--- config.mk ---
export PLATFORM = sky130hd
export DESIGN_NAME = jz_bus_arbiter
export DESIGN_NICKNAME = d
export VERILOG_FILES = /design/src/rtl/jz_bus_arbiter_pkg.sv /design/src/rtl/jz_bus_arbiter.sv
export SDC_FILE = /design/constraint.sdc
export NUM_CORES = 1
export LEC_CHECK = 0
export CAP_MARGIN = 15
export CORE_AREA = 2 2 108 110
export DETAILED_ROUTE_END_ITERATION = 8
export DIE_AREA = 0 0 110 112
export SLEW_MARGIN = 20
export SYNTH_ARGS = -nofsm -noshare
export SYNTH_HDL_FRONTEND = slang
export SYNTH_SLANG_ARGS = --single-unit
--- constraint.sdc ---
create_clock -name clk -period 1.49 [get_ports clk]
set_input_delay 0.3725 -clock clk [delete_from_list [all_inputs] [get_ports clk]]
set_output_delay 0.3725 -clock clk [all_outputs]
set_load 0.1 [all_outputs]
--- src/rtl/jz_bus_arbiter_pkg.sv ---
// jz_bus_arbiter_pkg: shared state encodings, default widths and timeout for the bus arbiter
package jz_bus_arbiter_pkg;
  typedef enum logic [1:0] {
    IDLE    = 2'd0,
    GNT_IF  = 2'd1,
    GNT_MEM = 2'd2
  } arb_state_t;
  localparam int ADDR_W_DEF  = 32;
  localparam int DATA_W_DEF  = 32;
  localparam int TIMEOUT_DEF = 15;
  localparam int SEL_W       = 4;
  localparam int CNT_W       = 8;
endpackage

--- src/rtl/jz_bus_arbiter.sv ---
// jz_bus_arbiter: IF/MEM to single-slave bus arbiter with wait timeout; ARB_ROUND_ROBIN_EN enables round-robin on contention
module jz_bus_arbiter
  import jz_bus_arbiter_pkg::*;
#(
  parameter int ADDR_W  = ADDR_W_DEF,
  parameter int DATA_W  = DATA_W_DEF,
  parameter int TIMEOUT = TIMEOUT_DEF
) (
  input  logic              clk,
  input  logic              rst,
  input  logic              if_req,
  input  logic [ADDR_W-1:0] if_addr,
  output logic              if_ack,
  output logic              if_err,
  output logic [DATA_W-1:0] if_rdata,
  input  logic              mem_req,
  input  logic              mem_we,
  input  logic [SEL_W-1:0]  mem_sel,
  input  logic [ADDR_W-1:0] mem_addr,
  input  logic [DATA_W-1:0] mem_wdata,
  output logic              mem_ack,
  output logic              mem_err,
  output logic [DATA_W-1:0] mem_rdata,
  output logic              s_req,
  output logic              s_we,
  output logic [SEL_W-1:0]  s_sel,
  output logic [ADDR_W-1:0] s_addr,
  output logic [DATA_W-1:0] s_wdata,
  input  logic              s_ack,
  input  logic [DATA_W-1:0] s_rdata,
  output logic              stall_req
);
  arb_state_t       state;
  logic [CNT_W-1:0] cnt;
  logic             g_if, g_mem, timeout, pick_mem;
  // grants are masked during reset so an abandoned access never completes
  assign g_if     = (state == GNT_IF) & ~rst;
  assign g_mem    = (state == GNT_MEM) & ~rst;
  assign timeout  = cnt == CNT_W'(TIMEOUT - 1);
  assign if_ack   = g_if & s_ack;
  assign if_err   = g_if & ~s_ack & timeout;
  assign mem_ack  = g_mem & s_ack;
  assign mem_err  = g_mem & ~s_ack & timeout;
  assign if_rdata  = if_ack ? s_rdata : '0;
  assign mem_rdata = mem_ack ? s_rdata : '0;
  assign s_req   = g_if | g_mem;
  assign s_we    = g_mem & mem_we;
  assign s_sel   = g_mem ? mem_sel : g_if ? {SEL_W{1'b1}} : '0;
  assign s_addr  = g_mem ? mem_addr : g_if ? if_addr : '0;
  assign s_wdata = g_mem ? mem_wdata : '0;
  assign stall_req = ~rst & ((if_req & ~if_ack) | (mem_req & ~mem_ack));
`ifdef ARB_ROUND_ROBIN_EN
  logic last_mem;
  assign pick_mem = mem_req & (~if_req | ~last_mem);
  always_ff @(posedge clk) begin
    if (rst) last_mem <= 1'b0;
    else if (state == IDLE && (mem_req | if_req)) last_mem <= pick_mem;
  end
`else
  assign pick_mem = mem_req;
`endif
  always_ff @(posedge clk) begin
    if (rst) begin
      state <= IDLE;
      cnt   <= '0;
    end else if (state == IDLE) begin
      cnt   <= '0;
      state <= pick_mem ? GNT_MEM : if_req ? GNT_IF : IDLE;
    end else if (s_ack | timeout | ~(g_if | g_mem)) begin
      state <= IDLE;
    end else begin
      cnt <= cnt + 1'b1;
    end
  end
endmodule

==> flow_metrics.tcl, run 1 <==
set metrics [dict create \
    antenna_found_initial 2 \
    grt_pass1_vias 3239 \
    pre_cts_slack_ns -0.815 \
    die-area_um2 12300 \
    cts_tree "built" \
    fin_crit_ns 2.04 \
    cts_buffers 3 \
    setup_viol 143 \
    top_level_ports 277 \
    worst_pin_slew_ns 0.293 \
    wl_mm 13.1 \
    min-delay-start "cnt[3]$_SDFFE_PP0N_" \
    end_kind "primary output" \
    utilization 0.685 \
    powerDensity_nw_per_um2 400 \
    violations "setup timing" \
    cp.required_ns 1.12 \
    finClkSkew_ns 0.00349 \
    clock-root-buffer "clkbuf_16" \
    setup_ws_ns -0.545 \
    crit_path_top_delay_cell "dfxtp_4" \
    min_path_type "flip-flop to flip-flop" \
    coreArea_um2 11200 \
    path_clk_slew_ns 0.04 \
    syn_nets 368 \
    area_growth_pct 348 \
    cap_violations 0 \
    r2r_start "state[1]$_SDFFE_PP0P_" \
    p_leak_uw 0.00317 \
    wl_per_cell_um 19.1 \
    overflow 0 \
    grt_pass1_wl_mm 19.0 \
    clock_latency_ns 0.24 \
    fmax_mhz 491 \
    finalCritPeriodShare 1.37 \
    synthMuxAreaShare 0.0234 \
    rsz0062_at_grt "true" \
    cts_htree_levels 1 \
    hpwl_mm 10.7 \
    synthCells 228 \
    final_common_cell "buf_12" \
    worstPathMaxFanout 5 \
    drcViolationCount 0 \
    vias 3056 \
    crit_path_start "state[1]$_SDFFE_PP0P_" \
    synth_cell_types 33 \
    drv_slew 0 \
    power_uw 3060 \
    nFillCells 794 \
    critPathLaunchType "flip-flop" \
    drt_first_pass_iters 4 \
    ys_seq_area_frac 0.117 \
    synth_edf_count 0 \
    status "finished with violations" \
    synth.avg_cell_area_um2 7.50 \
    async_flop_share 0 \
    cpPeakStageDelay_ns 0.35 \
    cts_max_path_buffers 2 \
    postRouteAntennaNets 0 \
    synth_top_family_by_area "simple AND/OR/NAND/NOR gates" \
    relSlewSlack 0.805 \
    die_y_um 112 \
    syn-cell-area_um2 1710 \
    dp.cells 662 \
    layout_common_cells "buf_12 (153), clkdlybuf4s50_1 (135), and3_4 (62)" \
    cts_sinks 10 \
    layout.cells.non_filler 685 \
    port_buffers 276 \
    synthSimpleGateAreaFrac 0.511 \
    worst_ir_drop_vdd_mv 0.561 \
    n_antenna_cell 0 \
    crit_family "buffers and inverters" \
    synthXorXnorAreaFrac 0.0315 \
    synth_seq_cells 10 \
    critical_path_class "flip-flop to primary output" \
    die_w_um 110 \
    finalNetCount 683 \
    grt_max_degree 26 \
    cts_hold_buf 0 \
    multiInputGateArea_um2 2160 \
    synth_warnings 0 \
    arrival_ns 1.66 \
    floorplan.initialDensity 0.153 \
    track_usage 0.201 \
    area.sequential_um2 205 \
    initialDrtViolationCount 113 \
    worst-path-buf-inv 4 \
    place_congestion 0.833 \
    vias_per_cell 4.46 \
    final_layout_size_suffix_gt1_frac 0.683 \
    synth_compound_area_frac 0.211 \
    num_rows 39 \
    synth_ff_type "dfxtp_1" \
    crit_chain "buf_12 -> nor3b_4 -> buf_4 -> clkbuf_16 -> nor3b_4 -> buf_12" \
    synthAdderAreaFrac 0.0146 \
    hold_violations 0 \
]
==> report_power, final <==
group | switching [uW] | internal (uW) | leakage [uW] | total (uW)
Combinational | 1190 | 1060 | 0.00305 | 2250
Clock | 132 | 404 | 0.0000442 | 536
Sequential | 5.25 | 273 | 0.0000819 | 279
==> routing by layer <==
metal	vias up	global-route usage	share of wire
met5	-	0	0.0023
met4	4	0.0380	0.014
met3	15	0.0504	0.080
met2	123	0.395	0.57
met1	1445	0.209	0.34
li1	1469	-	-
==> worst min-delay path: stages, from the launching register on <==
cell	delay, ns
dfxtp_1	0.32
buf_4	0.13
mux2i_1	0.06
==> flip-flops by register name (all words and copies together) (netlist names) <==
name / count
cnt: 8
state: 2
==> cells in the mapped netlist (all sizes together) (3+ instances only) <==
cell | number | area share
clkbuf | 15 | 0.036
a21oi | 3 | 0.011
and3 | 67 | 0.25
nand3 | 4 | 0.012
a22o | 32 | 0.16
a21o | 5 | 0.022
mux2i | 4 | 0.023
dfxtp | 10 | 0.12
and2 | 33 | 0.12
inv | 3 | 0.0066
nand2 | 8 | 0.018
buf | 13 | 0.049
nor3b | 4 | 0.031
nor4 | 4 | 0.034
xnor2 | 4 | 0.031
nor2 | 8 | 0.022
==> final timing paths <==
check / end / slack (ns) / cells after the start
worst max register to register: cnt[6]$_SDFFE_PP0N_ / -0.08 / 8
worst min-delay path: cnt[3]$_SDFFE_PP0N_ / 0.57 / 2
worst min register to register: cnt[3]$_SDFFE_PP0N_ / 0.57 / 2
worst max-delay path: if_err / -0.55 / 6
==> metrics by stage <==
step | TNS (ns) | area, um^2 | hold slack (ns)
2_1_floorplan | -36.74 | 2480 | 0.468
3_3_place_gp | -101.72 | 7060 | 0.542
3_5_place_dp | -107.04 | 7060 | 0.553
4_1_cts | -65.92 | 7550 | 0.567
5_1_grt | -73.90 | 7650 | 0.596
6_report | -66.60 | 7650 | 0.569
==> final cells by class <==
class                   instances  share of cell area
repair buffers                338               0.653
inverters                       3             0.00245
flip-flops and latches         10              0.0268
clock buffers                   4              0.0116
multi-input cells             187               0.283
well taps                     143              0.0234
==> kinds of logic after synthesis <==
logic type | after synthesis
AO/OA/AOI/OAI | 43
XOR/XNOR | 4
adder cells (fa/ha/maj) | 2
buffers and inverters | 31
flip-flops | 10
multiplexers | 4
AND/OR/NAND/NOR | 134
==> what timing repair did <==
item | 4_1_cts | 5_1_grt
resized for setup | 38 | 18
buffers inserted | 9 | 4
gates cloned | 7 | 2
endpoints found under the setup margin | 147 | 147
pin swaps | 23 | 15
(Power assumes the default switching activity.)
==> run 2: changes to the inputs <==
- REMOVE_ABC_BUFFERS: not set -> 1
==> flow_metrics.tcl, run 2 (synthesized netlist as in run 1, its figures left out) <==
set metrics [dict create \
    status "finished with violations" \
    violations "setup timing" \
    arrival_ns 1.67 \
    final_layout_size_suffix_gt1_frac 0.672 \
    wl_per_cell_um 22.7 \
    end_kind "primary output" \
    fin_crit_ns 2.05 \
    drv_slew 0 \
    rsz0062_at_grt "true" \
    largest_reg_flops 8 \
    vias 3152 \
    overflow 0 \
    grt_pass1_wl_mm 21.3 \
    coreArea_um2 11200 \
    vias_per_cell 4.59 \
    nFillCells 788 \
    hold_violations 0 \
    largest_register "cnt" \
    worstPathMaxFanout 7 \
    clock-root-buffer "clkbuf_16" \
    setup_ws_ns -0.557 \
    cts_max_path_buffers 2 \
    worst_ir_drop_vdd_mv 0.244 \
    port_buffers 276 \
    place_congestion 0.901 \
    min_path_type "primary input to flip-flop" \
    relSlewSlack 0.778 \
    drt_first_pass_iters 4 \
    hpwl_mm 10.8 \
    critical_path_class "flip-flop to primary output" \
    die_w_um 110 \
    power_uw 3060 \
    pre_cts_slack_ns -0.892 \
    cts_buffers 3 \
    drcViolationCount 0 \
    critPathLaunchType "flip-flop" \
    path_clk_slew_ns 0.04 \
    wl_mm 15.6 \
    p_leak_uw 0.00316 \
    antenna_found_initial 0 \
    grt_max_degree 33 \
    postRouteAntennaNets 0 \
    finalCritPeriodShare 1.37 \
    finClkSkew_ns 0.00598 \
    cts_tree "built" \
    grt_pass1_vias 3368 \
    reg_top3 "cnt x8, state x2" \
    powerDensity_nw_per_um2 402 \
    area_growth_pct 346 \
    worst_pin_slew_ns 0.333 \
    multiInputGateArea_um2 2070 \
    cts_htree_levels 1 \
    finalNetCount 684 \
    num_rows 39 \
    final_common_cell "buf_12" \
    cts_hold_buf 0 \
    die_y_um 112 \
    layout_common_cells "buf_12 (151), clkdlybuf4s50_1 (135), and3_4 (65)" \
    fmax_mhz 488 \
    top_level_ports 277 \
    clock_latency_ns 0.24 \
    initialDrtViolationCount 129 \
    die-area_um2 12300 \
    area.sequential_um2 213 \
    cp.required_ns 1.12 \
    cap_violations 0 \
    track_usage 0.232 \
    setup_viol 141 \
    floorplan.initialDensity 0.153 \
    cts_sinks 10 \
    n_antenna_cell 0 \
]
-- run 2: what timing repair did --
item	in CTS	in global routing
gates cloned	9	6
setup buffers	10	7
gates resized for setup	157	43
endpoints found under the setup margin	147	147
pin swaps	60	40
hold endpoints to repair	0	0
-- run 2: power breakdown --
group	internal [uW]	switching [uW]	leakage, uW
clock network	405	141	0.0000442
logic	1030	1210	0.00303
registers	272	5.98	0.0000843
-- run 2: layout make-up --
class / count / area share
clock buffer: 4 / 0.0117
inverter: 3 / 0.00214
multi-input combinational: 187 / 0.272
sequential: 10 / 0.0279
tap: 143 / 0.0235
timing repair buffer: 339 / 0.662
-- run 2: through the flow --
| step | std cells | utilization | hold slack (ns) | setup TNS (ns) | instance area (um^2) |
|---|---|---|---|---|---|
| 2_1_floorplan | 200 | - | 0.449 | -260.30 | 1560 |
| 3_3_place_gp | 657 | 0.558 | 0.519 | -110.64 | 6240 |
| 3_5_place_dp | 657 | 0.558 | 0.541 | -118.64 | 6240 |
| 4_1_cts | 680 | 0.652 | 0.526 | -67.40 | 7280 |
| 5_1_grt | 686 | 0.681 | 0.544 | -73.29 | 7610 |
| 6_report | 686 | 0.681 | 0.538 | -67.37 | 7610 |
-- run 2: path summary, 6_finish.rpt --
check / from / end / slack, ns / cells after the start
worst max-delay path: state[1]$_SDFFE_PP0P_ / mem_rdata[19] / -0.56 / 6
worst min-delay path: rst / state[0]$_SDFFE_PP0P_ / 0.54 / 3
worst max register to register: cnt[0]$_SDFFE_PP0N_ / cnt[1]$_SDFFE_PP0N_ / -0.06 / 9
worst min register to register: cnt[7]$_SDFFE_PP0N_ / cnt[7]$_SDFFE_PP0N_ / 0.58 / 2
-- run 2: critical path, stage by stage, from the launching register on --
cell,delay [ns]
dfxtp_4,0.36
nor3b_4,0.27
buf_12,0.15
buf_12,0.13
clkbuf_16,0.15
and3_4,0.19
buf_12,0.17
-- run 2: routing by layer --
metal  GRT usage  up-vias  share of wire
met5           0        -              0
met4      0.0473        0          0.018
met3      0.0855       19           0.10
met2       0.401      155           0.52
met1       0.272     1503           0.36
li1            -     1475              -
==> run 3: changes to the inputs <==
- PLACE_DENSITY: not set -> 0.59
==> flow_metrics.tcl, run 3 (synthesized netlist as in run 1, its figures left out) <==
set metrics [dict create \
    critPathLaunchType "flip-flop" \
    pre_cts_slack_ns -0.837 \
    cts_tree "built" \
    drcViolationCount 0 \
    finClkSkew_ns 0.000631 \
    min_path_type "flip-flop to flip-flop" \
    post_dp_cell_area_um2 6280 \
    die-area_um2 12300 \
    largest_register "cnt" \
    cp.required_ns 1.12 \
    wl_met2_mm 7.99 \
    worstPathMaxFanout 8 \
    die_w_um 110 \
    hold_violations 0 \
    reg2regPathDepth 7 \
    cap_violations 0 \
    antenna_found_initial 1 \
    wl_mm 15.6 \
    reg_top3 "cnt x8, state x2" \
    r2r_end "cnt[7]$_SDFFE_PP0N_" \
    grt_max_degree 27 \
    vias 3238 \
    arrival_ns 1.71 \
    relSlewSlack 0.796 \
    rsz0062_at_grt "true" \
    drt_first_pass_iters 4 \
    floorplan.initialDensity 0.153 \
    hold_depth 2 \
    area_growth_pct 348 \
    hpwl_mm 11.1 \
    nFillCells 738 \
    initialDrtViolationCount 127 \
    setup_viol 139 \
    cts_buffers 3 \
    num_rows 39 \
    p_leak_uw 0.00320 \
    overflow 0 \
    reg2reg_slack_ns 0.01 \
    end_kind "primary output" \
    clock_latency_ns 0.24 \
    min-delay-start "cnt[2]$_SDFFE_PP0N_" \
    finalNetCount 686 \
    cts_htree_levels 1 \
    final_cell_area_um2 7650 \
    drv_slew 0 \
    coreArea_um2 11200 \
    cts_max_path_buffers 2 \
    r2r_start "state[1]$_SDFFE_PP0P_" \
    die_y_um 112 \
    worst_ir_drop_vdd_mv 0.463 \
    wl_per_cell_um 22.6 \
    whs_endpoint "cnt[2]$_SDFFE_PP0N_" \
    status "finished with violations" \
    worst_pin_slew_ns 0.304 \
    cts_hold_buf 0 \
    critical_path_class "flip-flop to primary output" \
    power_uw 3060 \
    postRouteAntennaNets 0 \
    violations "setup timing" \
    layout_common_cells "buf_12 (147), clkdlybuf4s50_1 (135), and3_4 (65)" \
    wl_met3_mm 1.41 \
    wl_met1_mm 5.84 \
    fmax_mhz 481 \
    grt_pass1_wl_mm 21.2 \
    final_layout_size_suffix_gt1_frac 0.673 \
    final_common_cell "buf_12" \
    top_level_ports 277 \
    cts_sinks 10 \
    largest_reg_flops 8 \
    grt_pass1_vias 3345 \
    vias_per_cell 4.70 \
    powerDensity_nw_per_um2 400 \
    setup_ws_ns -0.589 \
    route.top_layer_used "met4" \
    track_usage 0.231 \
    finalCritPeriodShare 1.40 \
    place_congestion 0.910 \
    port_buffers 276 \
    path_clk_slew_ns 0.04 \
    clock-root-buffer "clkbuf_16" \
    fin_crit_ns 2.08 \
]
-- run 3: cell count changes in the layout (fill, tap and decap cells not counted), moves of 3 or more --
cell	before	now
buf_16	3	8
buf_12	151	147
dfxtp_2	4	1
dfxtp_1	4	7
a22o_4	21	30
a22o_1	11	2
buf_8	3	6
buf_4	23	30
buf_6	15	9
-- run 3: stage by stage --
| stage | utilization | TNS (ns) | cells | hold slack (ns) |
|---|---|---|---|---|
| final | 0.684 | -65.12 | 689 | 0.565 |
| after global routing | 0.684 | -71.76 | 689 | 0.615 |
| after CTS | 0.659 | -65.47 | 683 | 0.564 |
| after detailed placement | 0.562 | -107.94 | 659 | 0.559 |
| after global placement | 0.562 | -103.91 | 659 | 0.543 |
| after floorplan | - | -260.30 | 200 | 0.449 |
-- run 3: routing by layer --
metal / global-route usage / vias up
met4: 0.0498 / 0
met3: 0.0785 / 22
li1: - / 1475
met1: 0.262 / 1590
met2: 0.411 / 151
met5: 0 / -
-- run 3: cell type report --
cell class	count	area, um^2	share of cell area
diodes	1	2.50	0.000327
clock buffers	4	88.8	0.0116
inverters	3	13.8	0.00180
multi-input cells	187	2110	0.276
flip-flops and latches	10	209	0.0273
well taps	143	179	0.0234
repair buffers	341	5040	0.659
-- run 3: worst max path at each step --
stage / from / endpoint / slack [ns] / cells after the start
final: state[1]$_SDFFE_PP0P_ / s_addr[30] / -0.59 / 7
after global routing: state[1]$_SDFFE_PP0P_ / s_addr[25] / -0.61 / 7
after CTS: state[1]$_SDFFE_PP0P_ / mem_rdata[12] / -0.56 / 7
after detailed placement: rst / mem_rdata[6] / -0.84 / 6
after global placement: rst / s_addr[8] / -0.81 / 6
after floorplan: state[1]$_SDFFE_PP0P_ / mem_err / -3.31 / 2
-- run 3: worst max-delay path, cell delays in order, from the launching register on --
cell	delay, ns
dfxtp_4	0.35
nor3b_4	0.15
buf_6	0.13
buf_12	0.14
buf_12	0.13
buf_16	0.14
a22o_4	0.25
buf_12	0.16
-- run 3: timing repair --
action,4_1_cts,5_1_grt
setup buffers,11,7
hold endpoints to repair,0,0
pin swaps,52,37
cloned,10,5
gates resized for setup,134,59
setup endpoints to repair,147,149
-- run 3: report_power, final --
part	switching [uW]	internal, uW
registers	6.41	272
logic	1210	1040
clock network	131	404
